$ cat src/rtl/rr_reg_arb_if.sv
`default_nettype none
// ============================================================================
//  Module      : rr_reg_arb_if
//  Description : Bundle of the requester side and the downstream side of
//                the round-robin register arbiter.
//                  req_valid [N_REQ]        per-requester valid
//                  req_data  [N_REQ*WIDTH]  requester i at [i*WIDTH +: WIDTH]
//                  req_ready [N_REQ]        one-hot-or-zero accept
//                  out_valid / out_data / out_src / out_ready   held word
//                The slave modport is the arbiter's view. The master modport
//                is the view of the environment around it: the producers and
//                the consumer.
//  Revision    : 1.0  initial release
// ============================================================================
interface rr_reg_arb_if #(
    parameter int N_REQ = 4,
    parameter int WIDTH = 8,
    parameter int SRC_W = $clog2(N_REQ)
);
    logic [N_REQ-1:0]       req_valid;
    logic [N_REQ*WIDTH-1:0] req_data;
    logic [N_REQ-1:0]       req_ready;
    logic                   out_valid;
    logic [WIDTH-1:0]       out_data;
    logic [SRC_W-1:0]       out_src;
    logic                   out_ready;

    modport slave (
        input  req_valid,
        input  req_data,
        output req_ready,
        output out_valid,
        output out_data,
        output out_src,
        input  out_ready
    );

    modport master (
        output req_valid,
        output req_data,
        input  req_ready,
        input  out_valid,
        input  out_data,
        input  out_src,
        output out_ready
    );
endinterface
`default_nettype wire

$ cat src/rtl/rr_reg_arb.sv
`default_nettype none
// ============================================================================
//  Module      : rr_reg_arb
//  Description : Round-robin arbiter that shares one enabled output register
//                among N_REQ requesters. Each cycle the register is free
//                (empty or being drained), the first valid requester at or
//                above ptr (wrapping) is accepted. Its word is loaded together
//                with its index. The pointer then moves past the winner.
//  Ports       : clk  - clock, rising edge
//                rst  - synchronous active-high reset
//                bus  - rr_reg_arb_if.slave: requester valid/data/ready and
//                       downstream out_valid/out_data/out_src/out_ready
//  Options     : RR_ARB_PRIO0_EN - when defined, requester 0 has strict
//                priority and does not move ptr. The others rotate among
//                themselves and skip index 0.
//  Revision    : 1.0  initial release
// ============================================================================
module rr_reg_arb #(
    parameter int N_REQ = 4,
    parameter int WIDTH = 8
) (
    input  wire logic   clk,
    input  wire logic   rst,
    rr_reg_arb_if.slave bus
);
    localparam int SRC_W = $clog2(N_REQ);

    // Pointer arithmetic uses one extra bit, so ptr + k (at most 2*N_REQ-2)
    // never overflows before the modulo correction.
    localparam logic [SRC_W:0]   c_N_EXT = (SRC_W+1)'(N_REQ);
    localparam logic [SRC_W-1:0] c_LAST  = SRC_W'(N_REQ - 1);

`ifdef RR_ARB_PRIO0_EN
    localparam bit c_PRIO0 = 1'b1;
`else
    localparam bit c_PRIO0 = 1'b0;
`endif

    // ------------------------------------------------------------------
    // State
    // ------------------------------------------------------------------
    logic               out_valid_q, out_valid_d;
    logic [WIDTH-1:0]   out_data_q,  out_data_d;
    logic [SRC_W-1:0]   out_src_q,   out_src_d;
    logic [SRC_W-1:0]   ptr_q,       ptr_d;

    // ------------------------------------------------------------------
    // Grant search
    // ------------------------------------------------------------------
    logic               w_load;
    logic               w_found;
    logic               w_xfer;
    logic [SRC_W-1:0]   w_sel;
    logic [SRC_W:0]     w_idx;
    logic [N_REQ-1:0]   w_ready;

    assign w_load = !out_valid_q || bus.out_ready;

    always_comb begin
        w_found = 1'b0;
        w_sel   = '0;
        w_idx   = '0;
        // Strict-priority requester 0. w_sel already holds index 0.
        if (c_PRIO0 && bus.req_valid[0]) begin
            w_found = 1'b1;
        end
        for (int k = 0; k < N_REQ; k++) begin
            w_idx = {1'b0, ptr_q} + (SRC_W+1)'(k);
            if (w_idx >= c_N_EXT) begin
                w_idx = w_idx - c_N_EXT;
            end
            if (!w_found && bus.req_valid[w_idx[SRC_W-1:0]] &&
                !(c_PRIO0 && (w_idx == '0))) begin
                w_found = 1'b1;
                w_sel   = w_idx[SRC_W-1:0];
            end
        end
    end

    // Reset blocks every handshake, so a cycle in reset never consumes a word.
    assign w_xfer = w_load && w_found && !rst;

    always_comb begin
        w_ready = '0;
        if (w_xfer) begin
            w_ready[w_sel] = 1'b1;
        end
    end

    // ------------------------------------------------------------------
    // Next state
    // ------------------------------------------------------------------
    always_comb begin
        out_data_d  = out_data_q;
        out_src_d   = out_src_q;
        ptr_d       = ptr_q;
        // Valid stays set on a stall, is reloaded on a transfer, and clears
        // on a drain that has no replacement.
        out_valid_d = w_xfer || (out_valid_q && !bus.out_ready);
        if (w_xfer) begin
            out_data_d = bus.req_data[int'(w_sel)*WIDTH +: WIDTH];
            out_src_d  = w_sel;
            if (!(c_PRIO0 && (w_sel == '0))) begin
                ptr_d = (w_sel == c_LAST) ? '0 : w_sel + 1'b1;
            end
        end
    end

    always_ff @(posedge clk) begin
        if (rst) begin
            out_valid_q <= 1'b0;
            out_data_q  <= '0;
            out_src_q   <= '0;
            ptr_q       <= '0;
        end else begin
            out_valid_q <= out_valid_d;
            out_data_q  <= out_data_d;
            out_src_q   <= out_src_d;
            ptr_q       <= ptr_d;
        end
    end

    assign bus.req_ready = w_ready;
    assign bus.out_valid = out_valid_q;
    assign bus.out_data  = out_data_q;
    assign bus.out_src   = out_src_q;
endmodule
`default_nettype wire

$ cat src/flat_wrapper.sv
// flat-port wrapper written by rule: the top's interface ports become plain ports
module rr_reg_arb_flat 
#(
    parameter int N_REQ = 4,
    parameter int WIDTH = 8
)
  (clk, rst, bus_req_valid, bus_req_data, bus_req_ready, bus_out_valid, bus_out_data, bus_out_src, bus_out_ready);
  rr_reg_arb_if #(.N_REQ(N_REQ), .WIDTH(WIDTH)) bus_i ();
  input  wire logic clk;
  input  wire logic rst;
  input wire logic [$bits(bus_i.req_valid)-1:0] bus_req_valid;
  input wire logic [$bits(bus_i.req_data)-1:0] bus_req_data;
  output wire logic [$bits(bus_i.req_ready)-1:0] bus_req_ready;
  output wire logic [$bits(bus_i.out_valid)-1:0] bus_out_valid;
  output wire logic [$bits(bus_i.out_data)-1:0] bus_out_data;
  output wire logic [$bits(bus_i.out_src)-1:0] bus_out_src;
  input wire logic [$bits(bus_i.out_ready)-1:0] bus_out_ready;
  assign bus_i.req_valid = bus_req_valid;
  assign bus_i.req_data = bus_req_data;
  assign bus_req_ready = bus_i.req_ready;
  assign bus_out_valid = bus_i.out_valid;
  assign bus_out_data = bus_i.out_data;
  assign bus_out_src = bus_i.out_src;
  assign bus_i.out_ready = bus_out_ready;
  rr_reg_arb #(.N_REQ(N_REQ), .WIDTH(WIDTH)) u_core (.clk(clk), .rst(rst), .bus(bus_i));
endmodule
$ cat config.mk
export PLATFORM = sky130hd
export DESIGN_NAME = rr_reg_arb_flat
export DESIGN_NICKNAME = d
export VERILOG_FILES = /design/src/rtl/rr_reg_arb_if.sv /design/src/rtl/rr_reg_arb.sv /design/src/flat_wrapper.sv
export SDC_FILE = /design/constraint.sdc
export NUM_CORES = 1
export LEC_CHECK = 0
export CORE_MARGIN = 3
export CORE_UTILIZATION = 40
export DETAILED_ROUTE_END_ITERATION = 8
export GPL_TIMING_DRIVEN = 0
export HOLD_SLACK_MARGIN = 0.1
export PLACE_DENSITY = 0.87
export SETUP_SLACK_MARGIN = 0.1
export SLEW_MARGIN = 40
export SYNTH_ARGS = -nofsm -noshare
export SYNTH_HDL_FRONTEND = slang
export SYNTH_SLANG_ARGS = --single-unit
$ cat constraint.sdc
create_clock -name clk -period 4.08 [get_ports clk]
set_input_delay 0.612 -clock clk [delete_from_list [all_inputs] [get_ports clk]]
set_output_delay 0.612 -clock clk [all_outputs]
set_load 0.05 [all_outputs]
Yosys cells after proc, flatten, opt, wreduce, memory -nomap -nowiden
Cells that the tools add are included.
W data, S select, Z words.
{"block": "totals", "register_bits": 13, "output_inout_bits": 15}
{"block": "op_classes", "n_addsub": 8, "magnitude_cmp": 10, "n_eq_ne": 1, "n_shift": 1, "mux": 24, "reduce_logical": 15}
{"operator": "$shiftx A32 B6 Y8", "n": 1}
{"operator": "$mux W2", "n": 9}
{"operator": "$lt A2 B3 Y1 const B", "n": 5}
{"operator": "$ge A3 B3 Y1 const B", "n": 3}
{"operator": "$mux W1", "n": 9}
{"operator": "$bmux W1 S2", "n": 4}
{"operator": "$sub A2 B1 Y2 const B", "n": 4}
{"operator": "$logic_and A1 B1 Y1", "n": 7}
{"operator": "$add A2 B2 Y3 const B", "n": 2}
{"operator": "$logic_not A1 Y1", "n": 6}
{"operator": "$mux W4", "n": 1}
{"operator": "$add A2 B1 Y3 const B", "n": 1}
{"operator": "$ge A2 B3 Y1 const B", "n": 1}
{"operator": "$add A2 B1 Y2 const B", "n": 1}
{"operator": "$demux W1 S2", "n": 1}
{"operator": "$eq A2 B2 Y1 const B", "n": 1}
{"operator": "$ge A2 B1 Y1 const B", "n": 1}
{"operator": "$logic_or A1 B1 Y1", "n": 2}

Longest topological paths before layout
Gate-level depths: netlist (run 1).
{"block": "logic_depth", "ltp_word": 19, "ltp_mapped": 8, "ltp_nobuf": 5}

Worst setup path before layout (run 1)
OpenSTA, ideal clock, no wires.
{"block": "synth_timing", "path_type": "input to output", "startpoint": "input port bus_req_valid[0]", "endpoint": "output port bus_req_ready[1]", "arrival_ps": 2431, "required_ps": 3468, "path_slack_ps": 1037, "cell_stages": 7, "n_path_buf": 3, "path_cell_list": "nor2b_1 -> or4_1 -> buf_6 -> and2_4 -> buf_6 -> buf_12 -> nor2_1"}
{"block": "synth_via", "elab_chain_len": 17, "word_cells_on_any_way": 30}
{"element": "start: declaration", "line": "flat_wrapper.sv:11", "source": "input wire logic [$bits(bus_i.req_valid)-1:0] bus_req_valid;"}
{"element": "$bmux W1 S2", "line": "rr_reg_arb.sv:72", "source": "if (!w_found && bus.req_valid[w_idx[SRC_W-1:0]] &&"}
{"element": "$mux W1 (not written as such)", "line": "rr_reg_arb.sv:72"}
{"element": "$mux W1", "line": "rr_reg_arb.sv:72"}
{"element": "$logic_not A1 Y1", "line": "rr_reg_arb.sv:72"}
{"element": "$logic_and A1 B1 Y1", "line": "rr_reg_arb.sv:72"}
{"element": "$mux W1", "line": "rr_reg_arb.sv:72"}
{"element": "$logic_not A1 Y1", "line": "rr_reg_arb.sv:72"}
{"element": "$logic_and A1 B1 Y1", "line": "rr_reg_arb.sv:72"}
{"element": "$mux W1", "line": "rr_reg_arb.sv:72"}
{"element": "$logic_not A1 Y1", "line": "rr_reg_arb.sv:72"}
{"element": "$logic_and A1 B1 Y1", "line": "rr_reg_arb.sv:72"}
{"element": "$mux W2", "line": "rr_reg_arb.sv:72"}
{"element": "$lt A2 B3 Y1 (not written as such) or $ge A2 B1 Y1 (tied branches)", "line": "rr_reg_arb.sv:86", "source": "w_ready[w_sel] = 1'b1;"}
{"element": "$logic_and A1 B1 Y1 (not written as such)", "line": "rr_reg_arb.sv:86"}
{"element": "$mux W1 (not written as such)", "line": "rr_reg_arb.sv:86"}
{"element": "$demux W1 S2"}
{"element": "$mux W4 (*)", "line": "rr_reg_arb.sv:85", "source": "if (w_xfer) begin"}
{"element": "end: declaration", "line": "flat_wrapper.sv:13", "source": "output wire logic [$bits(bus_i.req_ready)-1:0] bus_req_ready;"}
Mark *: on every way between the ends. The rest lies on a longest branch, timed or not. The select of a mux whose other input is x is not followed.

Final worst setup path (run 1)
{"block": "layout_timing", "startpoint": "input port bus_req_valid[2]", "endpoint": "output port bus_req_ready[2]"}
Same word-level chain as after synthesis.

==> flow_summary.toml, run 1 <==
[grt]
overflow = 0
grt_max_degree = 11
antenna_found_initial = 0
grt_usage_pct = 22.5
grt_pass1_wl_um = 4860
first_global_vias = 1071

[worst_setup_path]
cp_slowest_stage_delay_ns = 0.71
crit_top_cell = "clkdlybuf4s50_1"
cp.arrival_ns = 3.00
path_delay_family = "simple AND/OR/NAND/NOR gates"
critPathMaxFanout = 10
crit_path_end_kind = "output pin"
critical_path.cell_chain = "clkdlybuf4s50_1 > or4_1 > and2_1 > nand4b_1 > nor2_1 > clkdlybuf4s50_1"
cp_data_required_time_ns = 3.47
start_kind = "primary input"
critPathSlowestCell = "clkdlybuf4s50_1"
critical_path_class = "primary input to output pin"
cp_num_buf_inv = 2

[final_layout]
seq_area_um2 = 260
fillCellCount = 168
drive_gt1_share_pct = 8.43
antenna_cells = 0
multi_input_area_um2 = 566
syn2layout_area_growth_pct = 65.2
stdcell_area_um2 = 1510
nets = 206

[floorplan]
fp.coreArea_um2 = 2060
dieArea_um2 = 2890
start_util_pct = 44.3
rows = 16
die_x_um = 53.8
fp.dieH_um = 53.8
pin_count = 54

[flow_run]
maxCapViolCount = 0

[logic_synthesis]
avgSynthCellArea_um2 = 8.38
synth_area_um2 = 913
async_flop_share_pct = 0
syn_nets = 148
synth_edf_count = 0
ys_ff_latch = 13
yosysTopAreaCell = "dfxtp_1"
yosys.area.top_type_share_pct = 28.5
synth_common_cells = "dfxtp_1, nand2_1, inv_1, mux2i_1, nor2_1"
yosys-top-cells-area = "dfxtp_1, mux2i_1, o211ai_2, o2bb2ai_1, nand3b_1"
netlist_instances = 109
synth-warning-count = 0
synth_seq_area_share_pct = 28.5
synth_flop_cell = "dfxtp_1"
synth_cell_types = 26

[place]
pre_cts_ws_ns = 0.165
gp_congestion = 0.791
hpwlAfterDp_um = 2250
post_dp_cell_area_um2 = 1480
portBuffers = 53

[sta]
grt_setup_unrepaired = "false"
hold_violations = 0
slew_headroom_pct = 65.6
fin_crit_sh_pct = 88.6
tightest_slew_ns = 0.515
tns_ns = 0
finalMaxSlewViolations = 0
finalSetupViolations = 0
setup_slack_ns = 0.464
skew_ns = 0.00151
max_freq_mhz = 277
layout_min_cycle_time_ns = 3.62

[routing]
wl_per_cell_um = 15.6
vias = 1032
finalWirelength_um = 3010
detail-route-antenna-nets = 0
via_per_inst = 5.35
drt-initial-drc-count = 16
drc = 0
dr.pass1.iters = 4

[clock_tree]
clk_latency_ns = 0.28
cts-root-buf = "clkbuf_4"
cts-buffers-inserted = 3
cts_buffer_depth = 2
cts_max_level = 1
clock_sinks = 13
path_clk_slew_ns = 0.09
cts_tree = "yes"
post_cts.repair.setup_buffers = 0

[status]
outcome = "completed"

[power_and_ir_drop]
vdd_drop_max_uv = 224
pwr_density_cell_nw_per_um2 = 347
p_leak_nw = 0.695

[worst_hold_path]
hold_class = "register to register"
==> path summary, 6_finish.rpt <==
path	startpoint	end	slack [ns]	cells past startpoint
max	bus_req_valid[2]	bus_req_ready[2]	0.46	6
min	u_core.bus.out_src[1]	u_core.bus.out_src[1]	0.47	2
max reg2reg	u_core.ptr_q[1]	u_core.bus.out_data[5]	2.15	8
min reg2reg	u_core.bus.out_src[1]	u_core.bus.out_src[1]	0.47	2
==> cells by family after synthesis <==
kind of cell | synth area share, %
simple gates | 26.3
compound gates | 24.8
buf+inv | 9.59
flops | 28.5
mux | 9.86
xor+xnor | 0.959
==> cells in the final DEF (no fill, tap or decap), types with 3 or more instances in the layout <==
master / Yosys / final
o2bb2ai_1: 7 / 7
inv_1: 9 / 9
nand3b_1: 8 / 8
clkdlybuf4s50_1: 0 / 51
dfxtp_1: 13 / 13
clkbuf_1: 3 / 4
nand3_1: 8 / 8
clkbuf_4: 0 / 3
o211ai_2: 7 / 7
nor2_1: 9 / 9
nand2_1: 13 / 13
a21oi_1: 3 / 3
mux2i_1: 9 / 9
==> power breakdown <==
| part | total (mW) | internal (mW) | leakage, nW | switching, mW |
|---|---|---|---|---|
| Clock | 0.0854 | 0.0379 | 0.0150 | 0.0475 |
| Sequential | 0.157 | 0.146 | 0.108 | 0.0114 |
| Combinational | 0.281 | 0.125 | 0.573 | 0.156 |
==> area by class of cell <==
type	instances	share of cell area [%]
Multi-Input combinational cell	81	37.5
Tap cell	27	2.24
Buffer	6	3.57
Sequential cell	13	17.2
Inverter	9	2.24
Clock buffer	4	1.74
Timing Repair Buffer	53	35.5
==> layer usage <==
layer	vias to the layer above	global-route usage (%)	share of wire, %
li1	509	-	-
met1	477	27.3	42
met2	40	38.9	50
met3	6	4.43	7.1
met4	0	8.09	1.2
met5	-	0	0
==> timing repair <==
item / CTS / global route
hold buffers: 0 / 0
setup endpoints to repair: 0 / 2
endpoints found under the hold margin: 0 / 0
gates resized for setup: 0 / 2
==> worst reg2reg max path, cell delays in order (launching register included) <==
cell       delay [ns]
dfxtp_1          0.36
o21ai_1          0.10
a221o_1          0.13
clkbuf_1         0.38
and2_4           0.22
buf_6            0.17
buf_12           0.16
mux2i_1          0.22
o2bb2ai_1        0.08
==> sequential cells by signal (all words and copies together), names as in the netlist <==
name and count:
u_core.ptr_q 2, u_core.bus.out_data 8, u_core.bus.out_src 2, u_core.bus.out_valid 1
==> per-stage QoR <==
stage | hold WS [ns] | std cells | total power, mW | util (%)
after CTS | 0.471 | 193 | 0.525 | 72.9
after global placement | 0.448 | 189 | 0.434 | 71.7
after global routing | 0.491 | 193 | 0.547 | 73.2
after detailed placement | 0.458 | 189 | 0.440 | 71.7
final | 0.471 | 193 | 0.524 | 73.2
after floorplan | 0.477 | 109 | 0.340 | -
No activity file was read; power rests on OpenSTA's default activity.
==> run 2: changes to the inputs <==
CORE_UTILIZATION = 31   (was 40)
PLACE_DENSITY = 0.7   (was 0.87)
==> flow_summary.toml, run 2 (synthesized netlist as in run 1, its figures left out) <==
[power_and_ir_drop]
pwr_density_cell_nw_per_um2 = 345
vdd_drop_max_uv = 214
p_leak_nw = 0.695

[place]
portBuffers = 53
hpwlAfterDp_um = 2270
gp_congestion = 0.895
pre_cts_ws_ns = 0.172

[routing]
via_per_inst = 5.42
drt-initial-drc-count = 6
finalWirelength_um = 2990
detail-route-antenna-nets = 0
drc = 0
dr.pass1.iters = 4
wl_per_cell_um = 15.2
vias = 1068

[floorplan]
dieArea_um2 = 3630
rows = 19
die_x_um = 60.3
pin_count = 54
fp.dieH_um = 60.3
fp.coreArea_um2 = 2780
start_util_pct = 32.8

[grt]
grt_pass1_wl_um = 4880
overflow = 0
grt_usage_pct = 17.9
antenna_found_initial = 0
first_global_vias = 1071
top_usage_layer = "met2"
met1_usage_pct = 20.8
gr-usage-met2_pct = 30.6
use_met3_pct = 4.97
grt_max_degree = 11

[final_layout]
drive_gt1_share_pct = 8.43
antenna_cells = 0
final_common_cell = "clkdlybuf4s50_1"
syn2layout_area_growth_pct = 65.8
largest_reg_flops = 8
nets = 206
mostFrequentLayoutCells = "clkdlybuf4s50_1, nand2_1, dfxtp_1"
fillCellCount = 284

[sta]
tightest_slew_ns = 0.531
slew_headroom_pct = 64.5
grt_setup_unrepaired = "false"
finalMaxSlewViolations = 0
max_freq_mhz = 274
skew_ns = 0.00368
tns_ns = 0
setup_slack_ns = 0.428
hold_violations = 0
finalSetupViolations = 0
layout_min_cycle_time_ns = 3.65
fin_crit_sh_pct = 89.5
holdWs_ns = 0.471

[worst_setup_path]
start_kind = "primary input"
cp.arrival_ns = 3.04
timing.rr.start = "u_core.ptr_q[0]"
crit_start = "bus_req_valid[3]"
cp_data_required_time_ns = 3.47
endpoint = "bus_req_ready[2]"
crit_path_end_kind = "output pin"
critical_path_class = "primary input to output pin"
critPathMaxFanout = 10
reg2reg_depth = 8
r2r_end = "u_core.bus.out_data[5]"
r2r_slack_ns = 2.19

[clock_tree]
clock_sinks = 13
path_clk_slew_ns = 0.09
cts_tree = "yes"
clk_latency_ns = 0.28
cts_hold_buf = 0
cts_buffer_depth = 2
cts-root-buf = "clkbuf_4"
cts-buffers-inserted = 3
cts_max_level = 1

[status]
outcome = "completed"

[flow_run]
maxCapViolCount = 0

[worst_hold_path]
hold_class = "register to register"
run 2: per-stage QoR:
| step | total power [mW] | util [%] | instances | cell area (um2) |
|---|---|---|---|---|
| final | 0.523 | 54.4 | 197 | 1510 |
| after global routing | 0.553 | 54.4 | 197 | 1510 |
| after CTS | 0.527 | 54.3 | 197 | 1510 |
| after detailed placement | 0.442 | 53.3 | 193 | 1480 |
| after global placement | 0.437 | 53.3 | 193 | 1480 |
| after floorplan | 0.340 | - | 109 | 913 |
run 2: worst min-delay path by stage:
stage | startpoint | to | slack [ns] | cells after the start
final | u_core.bus.out_src[1] | u_core.bus.out_src[1] | 0.47 | 2
after global routing | u_core.bus.out_src[1] | u_core.bus.out_src[1] | 0.48 | 2
after CTS | u_core.bus.out_src[1] | u_core.bus.out_src[1] | 0.47 | 2
after detailed placement | u_core.bus.out_src[1] | u_core.bus.out_src[1] | 0.46 | 2
after global placement | u_core.bus.out_src[1] | u_core.bus.out_src[1] | 0.45 | 2
after floorplan | u_core.ptr_q[0] | u_core.ptr_q[0] | 0.48 | 2
run 2: power breakdown:
part,internal [mW],total [mW],switching [mW]
clock network,0.0380,0.0836,0.0456
logic,0.125,0.282,0.156
registers,0.146,0.158,0.0117
run 2: final cells by class:
type | count | area [um2] | share of cell area, %
sequential | 13 | 260 | 17.2
tap | 31 | 38.8 | 2.56
multi-input combinational | 81 | 566 | 37.4
buffer | 6 | 53.8 | 3.55
clock buffer | 4 | 26.3 | 1.74
inverter | 9 | 33.8 | 2.23
timing repair buffer | 53 | 536 | 35.4
run 2: layer usage:
metal | part of all wire [%] | vias to the layer above
li1 | - | 514
met1 | 42 | 501
met2 | 47 | 46
met3 | 9.3 | 7
met4 | 1.7 | 0
met5 | 0 | -
run 2: repair_timing:
action | 4_1_cts | 5_1_grt
buffers inserted | 0 | 0
resized for setup | 0 | 2
hold endpoints to repair | 0 | 0
setup endpoints to repair | 0 | 2
run 2: worst max-delay path: stages:
cell and delay (ns):
clkdlybuf4s50_1 0.48, or4_1 0.55, and2_1 0.22, nand4b_1 0.38, nor2_1 0.08, clkdlybuf4s50_1 0.72
==> run 3: changes to the inputs <==
CAP_MARGIN = 10   (was not set)
==> results of run 3 <==
The final DEF is identical to that of run 2; final timing and power are the same.
